$ cat src/rtl/hazard_scoreboard.sv
// Producer-side hazard scoreboard for the 5-stage pipeline: tracks when each in-flight
// destination becomes forwardable and stalls ID on RAW, WAW and multiplier conflicts.
module hazard_scoreboard #(
  parameter int LOAD_LAT = 1,
  parameter int MUL_LAT  = 4,
  parameter int CNT_W    = 3
) (
  input  logic        clk,
  input  logic        rst_n,
  input  logic        id_valid,
  input  logic [4:0]  id_rs1,
  input  logic [4:0]  id_rs2,
  input  logic        id_use_rs1,
  input  logic        id_use_rs2,
  input  logic [4:0]  id_rd,
  input  logic        id_regwrite,
  input  logic        id_is_load,
  input  logic        id_is_mul,
  input  logic        ex_flush,
  output logic        stall,
  output logic        bubble,
  output logic        mul_busy,
  output logic [31:0] stall_count
);

  localparam logic [CNT_W-1:0] LOAD_L = CNT_W'(LOAD_LAT);
  localparam logic [CNT_W-1:0] MUL_L  = CNT_W'(MUL_LAT);
  localparam logic [CNT_W-1:0] ONE    = CNT_W'(1);

  logic [CNT_W-1:0] cnt [32];
  logic [CNT_W-1:0] eff [32];
  logic [CNT_W-1:0] mul_cnt;
  logic [CNT_W-1:0] mul_eff;
  logic [CNT_W-1:0] lat;
  logic [4:0]       last_rd;
  logic             last_set;
  logic             last_mul;
  logic             mul_issue;
  logic             issue;

  always_comb begin
    lat = '0;
    if (id_is_load)
      lat = LOAD_L;
    else if (id_is_mul)
      lat = MUL_L;
  end

  // A flush of last cycle's instruction hides its entry immediately, so the
  // instruction now in ID does not stall on a result that will never arrive.
  always_comb begin
    for (int r = 0; r < 32; r++) begin
      eff[r] = cnt[r];
      if (r == 0 || (ex_flush && last_set && last_rd == 5'(r)))
        eff[r] = '0;
    end
    mul_eff = (ex_flush && last_mul) ? '0 : mul_cnt;
  end

  always_comb begin
    stall = 1'b0;
    if (id_valid) begin
      if (id_use_rs1 && eff[id_rs1] != '0)
        stall = 1'b1;
      if (id_use_rs2 && eff[id_rs2] != '0)
        stall = 1'b1;
      if (id_regwrite && id_rd != 5'd0 && eff[id_rd] > lat)
        stall = 1'b1;
      if (id_is_mul && mul_eff != '0)
        stall = 1'b1;
    end
  end

  assign bubble    = stall;
  assign issue     = id_valid && !stall;
  assign mul_issue = issue && id_is_mul && !id_is_load;
  assign mul_busy  = (mul_cnt != '0);

  // Issue reloads the counter; otherwise the (flush-masked) count ticks down.
  always_ff @(posedge clk or negedge rst_n) begin
    if (!rst_n) begin
      for (int r = 0; r < 32; r++)
        cnt[r] <= '0;
    end else begin
      for (int r = 0; r < 32; r++) begin
        if (r != 0 && issue && id_regwrite && id_rd == 5'(r))
          cnt[r] <= lat;
        else if (eff[r] != '0)
          cnt[r] <= eff[r] - ONE;
        else
          cnt[r] <= '0;
      end
    end
  end

  always_ff @(posedge clk or negedge rst_n) begin
    if (!rst_n) begin
      mul_cnt  <= '0;
      last_rd  <= '0;
      last_set <= 1'b0;
      last_mul <= 1'b0;
    end else begin
      if (mul_issue)
        mul_cnt <= MUL_L;
      else if (mul_eff != '0)
        mul_cnt <= mul_eff - ONE;
      else
        mul_cnt <= '0;
      last_rd  <= id_rd;
      last_set <= issue && id_regwrite && id_rd != 5'd0 && lat != '0;
      last_mul <= mul_issue;
    end
  end

  always_ff @(posedge clk or negedge rst_n) begin
    if (!rst_n)
      stall_count <= '0;
    else if (stall && stall_count != 32'hFFFF_FFFF)
      stall_count <= stall_count + 32'd1;
  end

endmodule

$ cat config.mk
export PLATFORM = sky130hd
export DESIGN_NAME = hazard_scoreboard
export DESIGN_NICKNAME = d
export VERILOG_FILES = /design/src/rtl/hazard_scoreboard.sv
export SDC_FILE = /design/constraint.sdc
export NUM_CORES = 1
export LEC_CHECK = 0
export BUFFER_PORTS_ARGS = -buffer_cell sky130_fd_sc_hd__buf_2
export CAP_MARGIN = 10
export CELL_PAD_IN_SITES_DETAIL_PLACEMENT = 1
export CELL_PAD_IN_SITES_GLOBAL_PLACEMENT = 1
export CORE_ASPECT_RATIO = 2
export CORE_MARGIN = 5
export CORE_UTILIZATION = 30
export DETAILED_ROUTE_END_ITERATION = 10
export PLACE_DENSITY = 0.64
export SYNTH_ARGS = -nofsm -noshare
export SYNTH_HDL_FRONTEND = slang
export SYNTH_SLANG_ARGS = --single-unit
$ cat constraint.sdc
create_clock -name clk -period 6.73 [get_ports clk]
set_input_delay 0 -clock clk [delete_from_list [all_inputs] [get_ports clk]]
set_output_delay 0 -clock clk [all_outputs]
set_load 0.05 [all_outputs]
==> results.yml, run 1 <==
power:
  pwr-share-seq: 0.381
  switching_power_uw: 787.8
  power.density_cell_area_nw_per_um2: 199.0
  fraction_of_power_spent_switching_nets: 0.3458
  internal_power_uw: 1491
  share_of_power_burned_in_the_clock_network: 0.411
  leakagePower_uw: 0.005025
  comb_power_share: 0.208
  irDropWorstVdd_mv: 0.1898
cells_and_area:
  fin_nets: 1243
  nFillCells: 3976
  insertedDiodeCount: 0
  areaGrowthSynthToFinish_pct: 14.30
  fraction_of_layout_cells_with_a_size_suffix_above_1: 0.1622
clock_tree:
  clock-sinks: 135
  cts_tree: "built"
  post_cts_hold_buffer_count: 8
  cts.repair_timing.setup_buffer_count: 0
  cts-buffers-inserted: 17
  cts_resized: 0
  clkTransAtPathRegs_ns: 0.06
  cts_root_buf: "sky130_fd_sc_hd__clkbuf_16"
  clk_path_buf_depth: 2
  insertion_delay_ns: 0.46
  ctsHtreeMaxLevel: 4
timing:
  max_freq_ghz: 0.1700
  timing_worst_slew_pin_value_ns: 1.044
  report.final.hold_viol_count: 0
  slew_violations: 0
  fin_crit_ns: 5.884
  fin_skew_ns: 0.009312
  tns_ns: 0
  layout_setup_ws_ns: 0.8463
  rsz_0062_raised_after_global_routing: "no"
  finalSetupViolations: 0
  slew_headroom: 0.3038
  period_share: 0.8743
synthesis:
  mappedNetlistNets: 1197
  synth.yosys.seq_area_share: 0.3372
  top_reg_cell_synth: "sky130_fd_sc_hd__dfrtp_1"
  yosysWarningCount: 0
  ys_seq_elements: 135
  async_flop_share: 1.000
  synth_cell_types: 85
  synth_edf_count: 0
  synthCells: 1168
  post_synth_design_cell_area_um2: 10020
  synth.avg_cell_area_um2: 8.576
placed_design:
  post-dp-hpwl_um: 34940
  gp_congestion: 1.039
  pre_cts_ws_ns: 0.9198
  placement.io_buffers: 58
critical_path:
  cp.arrival_ns: 6.28
  slowest_delay_ns: 0.67
  r2r.worst_path.cells: 20
  timing_worst_setup_path_type: "flip-flop to flip-flop"
  critPathSlowestCell: "sky130_fd_sc_hd__dfrtp_1"
  crit_cells: 20
  endpoint_of_the_most_critical_register_to_register_path: "last_set"
  critPathRequiredTime_ns: 7.13
  crit_family: "simple AND/OR/NAND/NOR gates"
  worstPathBufferInverterCount: 3
  worst_path_max_fanout: 22
  timing.rr.start: "last_rd[1]"
  reg2reg_slack_ns: 0.85
  worst_setup_path_endpoint: "last_set"
  worst_setup_path_end_kind: "flip-flop"
  crit_chain: "buf_4 > nor4bb_1 > nand2_1 > and3_1 > a311oi_1 > a21oi_1 > a21oi_1 > a21oi_1 > a21o_1 > ha_1 > a21oi_1 > a21oi_1 > a21oi_1 > nand3b_1 > or4_1 > a21oi_4 > buf_4 > nand2_1 > nor2_1 > dlygate4sd3_1"
  cp_common_cell: "sky130_fd_sc_hd__a21oi_1"
  critical_path.startpoint: "last_rd[1]"
  category_of_the_worst_setup_path_launch_point: "flip-flop"
route:
  detail_route.iter0.violations: 816
  vias: 10210
  detail_route.vias_per_cell: 6.154
  final_antenna_violating_net_count: 0
  first_pass_iters: 5
  drt_wirelength_um: 46800
  wl_per_cell_um: 28.21
  remaining_drc_errors: 0
global_route:
  global_route.usage.total: 0.2509
  wire_length_of_the_first_global_routing_pass_um: 70080
  maximum_number_of_pins_on_one_net_before_global_route_repair: 79
  antenna_found_initial: 0
  grt_remaining_overflow: 0
  number_of_global_route_vias_before_repair: 11050
floorplanning:
  placeableCoreArea_um2: 32930
  fp-row-count: 94
  die-area_um2: 37370
  die_w_um: 139.2
  die_y_um: 268.4
  initial_utilization: 0.3042
  boundaryPins: 59
outcome:
  run_status: "complete, no violations"
worst_hold_path:
  hold_path_class: "input port to flip-flop"
flow_run:
  timing.max_cap.violations: 0
-- area by class of cell --
type | count | area (um2) | share of cell area
flip-flops and latches | 135 | 3378 | 0.2951
repair buffers | 102 | 646.9 | 0.05650
clock buffers | 22 | 474.2 | 0.04142
multi-input cells | 945 | 6266 | 0.5473
well taps | 432 | 540.5 | 0.04721
clock inverters | 10 | 95.09 | 0.008305
inverters | 13 | 48.80 | 0.004262
-- logic make-up (layout without fill, tap and decap cells) --
kind of cell,after synthesis,count (layout),synth area share
fa+ha+maj,5,5,0.006245
compound gates,263,263,0.1809
buf+inv,88,147,0.04022
xor+xnor,36,36,0.03223
mux,88,88,0.09830
simple gates,553,553,0.3049
flops,135,135,0.3372
-- registers in the layout, summed over array words and instances, names as in the netlist --
name and count:
last_mul 1, last_rd 5, stall_count 32, last_set 1
mul_cnt 3, cnt 93
-- worst min path at each step --
stage	endpoint	slack (ns)	depth (start not counted)	startpoint
after floorplan	cnt[0]	-0.30	0	rst_n
after global placement	stall_count[3]	0.02	1	rst_n
final	cnt[2]	0.04	3	id_rd[4]
after global routing	last_rd[1]	0.05	1	id_rd[1]
after detailed placement	stall_count[1]	0.01	1	rst_n
after CTS	cnt[2]	0.02	3	id_rd[4]
-- power by group through the flow --
| stage | clock network [uW] | registers [uW] | logic (uW) |
|---|---|---|---|
| final | 936 | 867 | 475 |
| after global placement | 0 | 880 | 465 |
| after global routing | 995 | 872 | 500 |
| after floorplan | 0 | 930 | 236 |
| after CTS | 954 | 868 | 474 |
| after detailed placement | 0 | 882 | 468 |
-- metrics by stage --
stage / instance area (um2) / cells / total power [uW] / util / hold WS (ns)
finish: 11450 / 1659 / 2278 / 0.3477 / 0.04118
global placement: 10770 / 1617 / 1346 / 0.3271 / 0.01629
CTS: 11450 / 1659 / 2296 / 0.3477 / 0.02011
detailed placement: 10800 / 1619 / 1350 / 0.3280 / 0.01291
floorplan: 10020 / 1168 / 1166 / - / -0.2956
global route: 11450 / 1659 / 2367 / 0.3477 / 0.04973
-- routing by layer --
layer,vias to the layer above,track usage,share of wire
li1,4491,-,-
met1,5073,0.2436,0.33
met2,424,0.4513,0.51
met3,221,0.04277,0.050
met4,0,0.2274,0.11
met5,-,0,0
-- placed cells by master, fill, tap and decap left out, types with 10 or more instances in the layout --
cell type,synthesis,routed
sky130_fd_sc_hd__dfrtp_1,135,135
sky130_fd_sc_hd__nor2_1,111,111
sky130_fd_sc_hd__nand2_1,109,109
sky130_fd_sc_hd__nor3_1,91,91
sky130_fd_sc_hd__a21oi_1,73,73
sky130_fd_sc_hd__buf_2,22,57
sky130_fd_sc_hd__nand3_1,48,48
sky130_fd_sc_hd__mux2i_1,41,41
sky130_fd_sc_hd__buf_4,5,36
sky130_fd_sc_hd__mux2_2,33,33
sky130_fd_sc_hd__xor2_1,28,28
sky130_fd_sc_hd__nor3b_1,27,27
sky130_fd_sc_hd__o211ai_1,26,26
sky130_fd_sc_hd__and3_1,24,24
sky130_fd_sc_hd__o21ai_0,23,23
sky130_fd_sc_hd__a211oi_1,22,22
sky130_fd_sc_hd__and2_1,20,20
sky130_fd_sc_hd__a31oi_1,19,19
sky130_fd_sc_hd__clkbuf_16,0,17
sky130_fd_sc_hd__nor2b_1,16,16
sky130_fd_sc_hd__and4b_1,15,15
sky130_fd_sc_hd__a311oi_1,14,14
sky130_fd_sc_hd__nand4_2,14,14
sky130_fd_sc_hd__nand2b_1,13,13
sky130_fd_sc_hd__nand4_1,13,13
sky130_fd_sc_hd__inv_1,13,12
sky130_fd_sc_hd__mux2_1,10,10
-- worst min-delay path: stages --
cell and delay (ns):
sky130_fd_sc_hd__buf_2 0.21, sky130_fd_sc_hd__nand4_2 0.15, sky130_fd_sc_hd__mux2i_1 0.08
-- synth_stat cells, types with 23 or more instances --
| master | number | area [um2] |
|---|---|---|
| sky130_fd_sc_hd__nor2_1 | 111 | 416.7 |
| sky130_fd_sc_hd__dfrtp_1 | 135 | 3378 |
| sky130_fd_sc_hd__mux2_2 | 33 | 371.6 |
| sky130_fd_sc_hd__and3_1 | 24 | 150.1 |
| sky130_fd_sc_hd__a21oi_1 | 73 | 365.4 |
| sky130_fd_sc_hd__nor3_1 | 91 | 455.4 |
| sky130_fd_sc_hd__xor2_1 | 28 | 245.2 |
| sky130_fd_sc_hd__clkbuf_1 | 39 | 146.4 |
| sky130_fd_sc_hd__o211ai_1 | 26 | 195.2 |
| sky130_fd_sc_hd__nor3b_1 | 27 | 202.7 |
| sky130_fd_sc_hd__o21ai_0 | 23 | 115.1 |
| sky130_fd_sc_hd__nand3_1 | 48 | 240.2 |
| sky130_fd_sc_hd__mux2i_1 | 41 | 410.4 |
| sky130_fd_sc_hd__nand2_1 | 109 | 409.1 |
Note: power is estimated with default switching activity, not from simulation.
==> run 2: changes to the inputs <==
--- a/config.mk
+++ b/config.mk
@@ -13,7 +13,7 @@
 export CORE_MARGIN = 5
 export CORE_UTILIZATION = 30
 export DETAILED_ROUTE_END_ITERATION = 10
-export PLACE_DENSITY = 0.64
+export PLACE_DENSITY_LB_ADDON = 0.1
 export SYNTH_ARGS = -nofsm -noshare
 export SYNTH_HDL_FRONTEND = slang
 export SYNTH_SLANG_ARGS = --single-unit
==> run 2 against run 1 <==
Effect of this change:
- the run now ends with DRC left
- first-iteration DRC count fell by 27%
- die area did not move
- register-to-register slack improved by 0.06 ns
- final cell count fell by 0.18%
- worst setup slack improved by 0.023 ns
- total power rose by 0.15%
- via count fell by 2.0%
- sequential power barely moved
==> results.yml, run 2 (synthesis results as in run 1) <==
clock_tree:
  ctsHtreeMaxLevel: 4
  cts.repair_timing.setup_buffer_count: 0
  cts-buffers-inserted: 17
  cts_tree: "built"
  insertion_delay_ns: 0.45
  clk_path_buf_depth: 2
  clock-sinks: 135
  cts_root_buf: "sky130_fd_sc_hd__clkbuf_16"
  clkTransAtPathRegs_ns: 0.07
  cts_resized: 0
  post_cts_hold_buffer_count: 8
critical_path:
  timing_worst_setup_path_type: "input port to flip-flop"
  slowest_delay_ns: 0.85
  critPathRequiredTime_ns: 7.11
  r2r.worst_path.cells: 17
  cp.arrival_ns: 6.24
  worst_setup_path_end_kind: "flip-flop"
  crit_family: "buffers and inverters"
  worst_path_max_fanout: 58
  crit_chain: "dlygate4sd3_1 > buf_2 > buf_4 > inv_1 > nand2_1 > nor2_1 > a2111oi_0 > nand3_1 > a2111oi_0 > a21oi_1 > ha_1 > a21oi_1 > a21oi_1 > nand3b_1 > or4_1 > a21oi_4 > buf_12 > nand2_1 > nor2_1 > dlygate4sd3_1"
  critPathSlowestCell: "sky130_fd_sc_hd__a2111oi_0"
  category_of_the_worst_setup_path_launch_point: "input port"
  crit_cells: 20
  worstPathBufferInverterCount: 6
  reg2reg_slack_ns: 0.91
  cp_common_cell: "sky130_fd_sc_hd__a21oi_1"
timing:
  max_freq_ghz: 0.1706
  timing_worst_slew_pin_value_ns: 1.142
  period_share: 0.8708
  slew_violations: 0
  finalSetupViolations: 0
  fin_crit_ns: 5.861
  report.final.hold_viol_count: 0
  layout_setup_ws_ns: 0.8694
  slew_headroom: 0.2384
  fin_skew_ns: 0.01395
  rsz_0062_raised_after_global_routing: "no"
  hold_slack_ns: 0.1179
  tns_ns: 0
worst_hold_path:
  holdPathStages: 3
  hold_path_class: "input port to flip-flop"
global_route:
  grt.met2_usage: 0.4686
  grt_max_usage_layer: "met2"
  maximum_number_of_pins_on_one_net_before_global_route_repair: 79
  wire_length_of_the_first_global_routing_pass_um: 71830
  grt_use_met3: 0.03638
  number_of_global_route_vias_before_repair: 10900
  met1_layer_usage_reported_by_global_route: 0.2621
  global_route.usage.total: 0.2565
  grt_remaining_overflow: 0
  antenna_found_initial: 0
cells_and_area:
  fraction_of_layout_cells_with_a_size_suffix_above_1: 0.1626
  commonest_non_fill_non_tap_cell_in_the_layout: "sky130_fd_sc_hd__dfrtp_1"
  fin_nets: 1241
  regMostFlops: "cnt"
  commonest_non_fill_non_tap_cells_in_the_layout: "sky130_fd_sc_hd__dfrtp_1, sky130_fd_sc_hd__nor2_1, sky130_fd_sc_hd__nand2_1"
  insertedDiodeCount: 0
  largest_reg_flops: 93
  largestRegisters: "cnt: 93 flops, stall_count: 32 flops, last_rd: 5 flops"
  areaGrowthSynthToFinish_pct: 14.21
power:
  internal_power_uw: 1478
  power.density_cell_area_nw_per_um2: 199.4
  share_of_power_burned_in_the_clock_network: 0.410
  comb_power_share: 0.209
  irDropWorstVdd_mv: 0.1878
  leakagePower_uw: 0.005021
  pwr-share-seq: 0.381
  fraction_of_power_spent_switching_nets: 0.3523
  switching_power_uw: 804.0
route:
  drt_wirelength_um: 48050
  vias: 10010
  detail_route.iter0.violations: 592
  detail_route.vias_per_cell: 6.042
  remaining_drc_errors: 2
  wl_per_cell_um: 29.02
  final_antenna_violating_net_count: 0
  first_pass_iters: 9
floorplanning:
  boundaryPins: 59
  placeableCoreArea_um2: 32930
  fp-row-count: 94
  die-area_um2: 37370
  die_w_um: 139.2
  die_y_um: 268.4
  initial_utilization: 0.3042
placed_design:
  gp_congestion: 0.9492
  post-dp-hpwl_um: 35810
  pre_cts_ws_ns: 0.9700
  placement.io_buffers: 58
outcome:
  run_status: "finished, violations left"
  failed_checks: "DRC"
flow_run:
  timing.max_cap.violations: 0
==> run 2: worst paths after layout <==
kind	to	from
worst max register to register	last_set	last_set
max in group asynchronous	cnt[46]	rst_n
min in group asynchronous	cnt[61]	rst_n
worst min register to register	stall_count[12]	stall_count[12]
worst min-delay path	cnt[5]	id_rd[4]
worst max-delay path	last_set	id_rd[0]
==> run 2: per-stage QoR <==
step                cells  instance area, um2  utilization  total power, uW
floorplan            1168               10020            -             1166
global placement     1617               10800       0.3279             1359
detailed placement   1617               10800       0.3279             1359
CTS                  1656               11440       0.3474             2312
global route         1656               11440       0.3474             2365
finish               1656               11440       0.3474             2282
==> run 2: routing by layer <==
layer  vias to the layer above  wire length (um)  share of wire
li1                       4486                 -              -
met1                      5025             17060           0.36
met2                       342             24830           0.52
met3                       153              1742          0.036
met4                         0              4416          0.092
met5                         -                 0              0
==> run 2: tightest hold or removal path: cells and delay by family <==
kind,cells,cell delay (ns)
buf+inv,1,0.25
simple gates,1,0.18
mux,1,0.08
==> run 2: power by group through the flow <==
stage          Clock (uW)  Sequential (uW)  Combinational, uW
2_1_floorplan           0              930                236
3_3_place_gp            0              884                475
3_5_place_dp            0              885                474
4_1_cts               963              869                479
5_1_grt               992              874                499
6_report              935              869                477
==> run 2: area by class of cell <==
cell class / count / area (um2)
fillers: 3945 / 21490
multi-input cells: 945 / 6267
flip-flops and latches: 135 / 3378
repair buffers: 100 / 644.4
well taps: 432 / 540.5
clock buffers: 19 / 442.9
clock inverters: 12 / 118.9
inverters: 13 / 48.80
==> run 3: changes to the inputs <==
--- a/config.mk
+++ b/config.mk
@@ -14,6 +14,7 @@
 export CORE_UTILIZATION = 30
 export DETAILED_ROUTE_END_ITERATION = 10
 export PLACE_DENSITY_LB_ADDON = 0.1
+export RECOVER_POWER = 25
 export SYNTH_ARGS = -nofsm -noshare
 export SYNTH_HDL_FRONTEND = slang
 export SYNTH_SLANG_ARGS = --single-unit
==> run 3 against run 2 <==
Effect of this change:
- the run ends with capacitance limit, slew limit left
- hold slack improved by 0.0045 ns
- critical path type unchanged
- global-route usage is the same
- via count decreased by 0.39%
- sequential power hardly changed
- worst setup slack worse by 0.026 ns
- sequential share of layout area is essentially flat
- sequential cell count stayed put
- routed wire length is 0.25% lower
- final cell count stayed put
- critical path depth did not move
==> results.yml, run 3 (synthesis results as in run 1) <==
outcome:
  run_status: "finished, violations left"
  failed_checks: "capacitance limit, slew limit"
floorplanning:
  placeableCoreArea_um2: 32930
  initial_utilization: 0.3042
  die_y_um: 268.4
  boundaryPins: 59
  die-area_um2: 37370
  die_w_um: 139.2
  fp-row-count: 94
cells_and_area:
  commonest_non_fill_non_tap_cell_in_the_layout: "sky130_fd_sc_hd__dfrtp_1"
  largest_reg_flops: 93
  fin_nets: 1241
  fraction_of_layout_cells_with_a_size_suffix_above_1: 0.1593
  largestRegisters: "cnt: 93 flops, stall_count: 32 flops, last_rd: 5 flops"
  commonest_non_fill_non_tap_cells_in_the_layout: "sky130_fd_sc_hd__dfrtp_1, sky130_fd_sc_hd__nor2_1, sky130_fd_sc_hd__nand2_1"
  insertedDiodeCount: 0
  regMostFlops: "cnt"
  areaGrowthSynthToFinish_pct: 14.08
timing:
  slew_headroom: -2.031
  fin_skew_ns: 0.01375
  fin_crit_ns: 5.887
  finalSetupViolations: 0
  tns_ns: 0
  rsz_0062_raised_after_global_routing: "no"
  layout_setup_ws_ns: 0.8430
  hold_slack_ns: 0.1225
  period_share: 0.8747
  report.final.hold_viol_count: 0
  timing_worst_slew_pin_value_ns: 4.546
  slew_violations: 125
  max_freq_ghz: 0.1699
route:
  first_pass_iters: 7
  detail_route.vias_per_cell: 6.019
  detail_route.iter0.violations: 623
  wl_per_cell_um: 28.94
  final_antenna_violating_net_count: 0
  remaining_drc_errors: 0
  wl_met1_um: 17060
  vias: 9967
  routed_length_on_met3_um: 1660
  highest-signal-layer: "met4"
  met2_length_um: 24780
  drt_wirelength_um: 47930
critical_path:
  worst_path_max_fanout: 58
  slowest_delay_ns: 0.87
  category_of_the_worst_setup_path_launch_point: "input port"
  critPathSlowestCell: "sky130_fd_sc_hd__a2111oi_0"
  crit_chain: "dlygate4sd3_1 > buf_2 > buf_4 > inv_1 > nand2_1 > nor2_1 > a2111oi_0 > nand3_1 > a2111oi_0 > a21oi_1 > ha_1 > a21oi_1 > a21oi_1 > nand3b_1 > or4_1 > a21oi_4 > buf_12 > nand2_1 > nor2_1 > dlygate4sd3_1"
  cp.arrival_ns: 6.27
  critPathRequiredTime_ns: 7.11
  worst_setup_path_end_kind: "flip-flop"
  cp_common_cell: "sky130_fd_sc_hd__a21oi_1"
  timing_worst_setup_path_type: "input port to flip-flop"
  r2r.worst_path.cells: 17
placed_design:
  placement.io_buffers: 58
  post-dp-hpwl_um: 35810
  pre_cts_ws_ns: 0.9700
  gp_congestion: 0.9492
clock_tree:
  cts_tree: "built"
  clk_path_buf_depth: 2
  clock-sinks: 135
  insertion_delay_ns: 0.45
  ctsHtreeMaxLevel: 4
  cts_root_buf: "sky130_fd_sc_hd__clkbuf_16"
  clkTransAtPathRegs_ns: 0.07
  cts.repair_timing.setup_buffer_count: 0
  cts-buffers-inserted: 17
global_route:
  number_of_global_route_vias_before_repair: 10900
  maximum_number_of_pins_on_one_net_before_global_route_repair: 79
  grt_remaining_overflow: 0
  antenna_found_initial: 0
  wire_length_of_the_first_global_routing_pass_um: 71830
  global_route.usage.total: 0.2565
power:
  irDropWorstVdd_mv: 0.1867
  leakagePower_uw: 0.005007
  power.density_cell_area_nw_per_um2: 199.4
worst_hold_path:
  holdPathStages: 3
  hold_path_class: "input port to flip-flop"
flow_run:
  timing.max_cap.violations: 3
==> run 3: timing repair <==
item,CTS,global route
gates resized for setup,0,0
endpoints found under the setup margin,0,0
endpoints found under the hold margin,84,0
hold buffers,8,0
==> run 3: layout make-up <==
cell class / instances / area [um2]
clock buffer: 19 / 442.9
clock inverter: 12 / 118.9
fill: 3944 / 21500
inverter: 13 / 48.80
multi-input combinational: 945 / 6267
sequential: 135 / 3378
tap: 432 / 540.5
timing repair buffer: 100 / 630.6
==> run 3: path summary, 6_finish.rpt <==
kind                            startpoint               to  slack [ns]
min in group asynchronous            rst_n          cnt[61]        1.74
max in group asynchronous            rst_n          cnt[43]        2.42
max                               id_rd[0]         last_set        0.84
max reg2reg                       last_set         last_set        0.90
min                               id_rd[4]           cnt[5]        0.12
min reg2reg                stall_count[12]  stall_count[12]        0.48
==> run 3: per-layer routing <==
metal	vias up	track usage
li1	4491	-
met4	0	0.1972
met3	147	0.03638
met2	325	0.4686
met1	5004	0.2621
met5	-	0
==> run 3: stage by stage <==
stage / power (uW) / cells / cell area (um2) / utilization
global route: 2365 / 1656 / 11430 / 0.3470
finish: 2278 / 1656 / 11430 / 0.3470
floorplan: 1166 / 1168 / 10020 / -
global placement: 1359 / 1617 / 10800 / 0.3279
detailed placement: 1359 / 1617 / 10800 / 0.3279
CTS: 2312 / 1656 / 11440 / 0.3474
==> run 3: power breakdown <==
part,switching (uW),internal (uW)
sequential,33.1,836
combinational,355,120
clock,413,521
total,801,1480
==> run 3: worst max-delay path, delay by kind of cell <==
kind            cells  cell delay, ns
simple gates        7            1.59
compound gates      6            1.89
buf+inv             6            2.41
fa+ha+maj           1            0.33
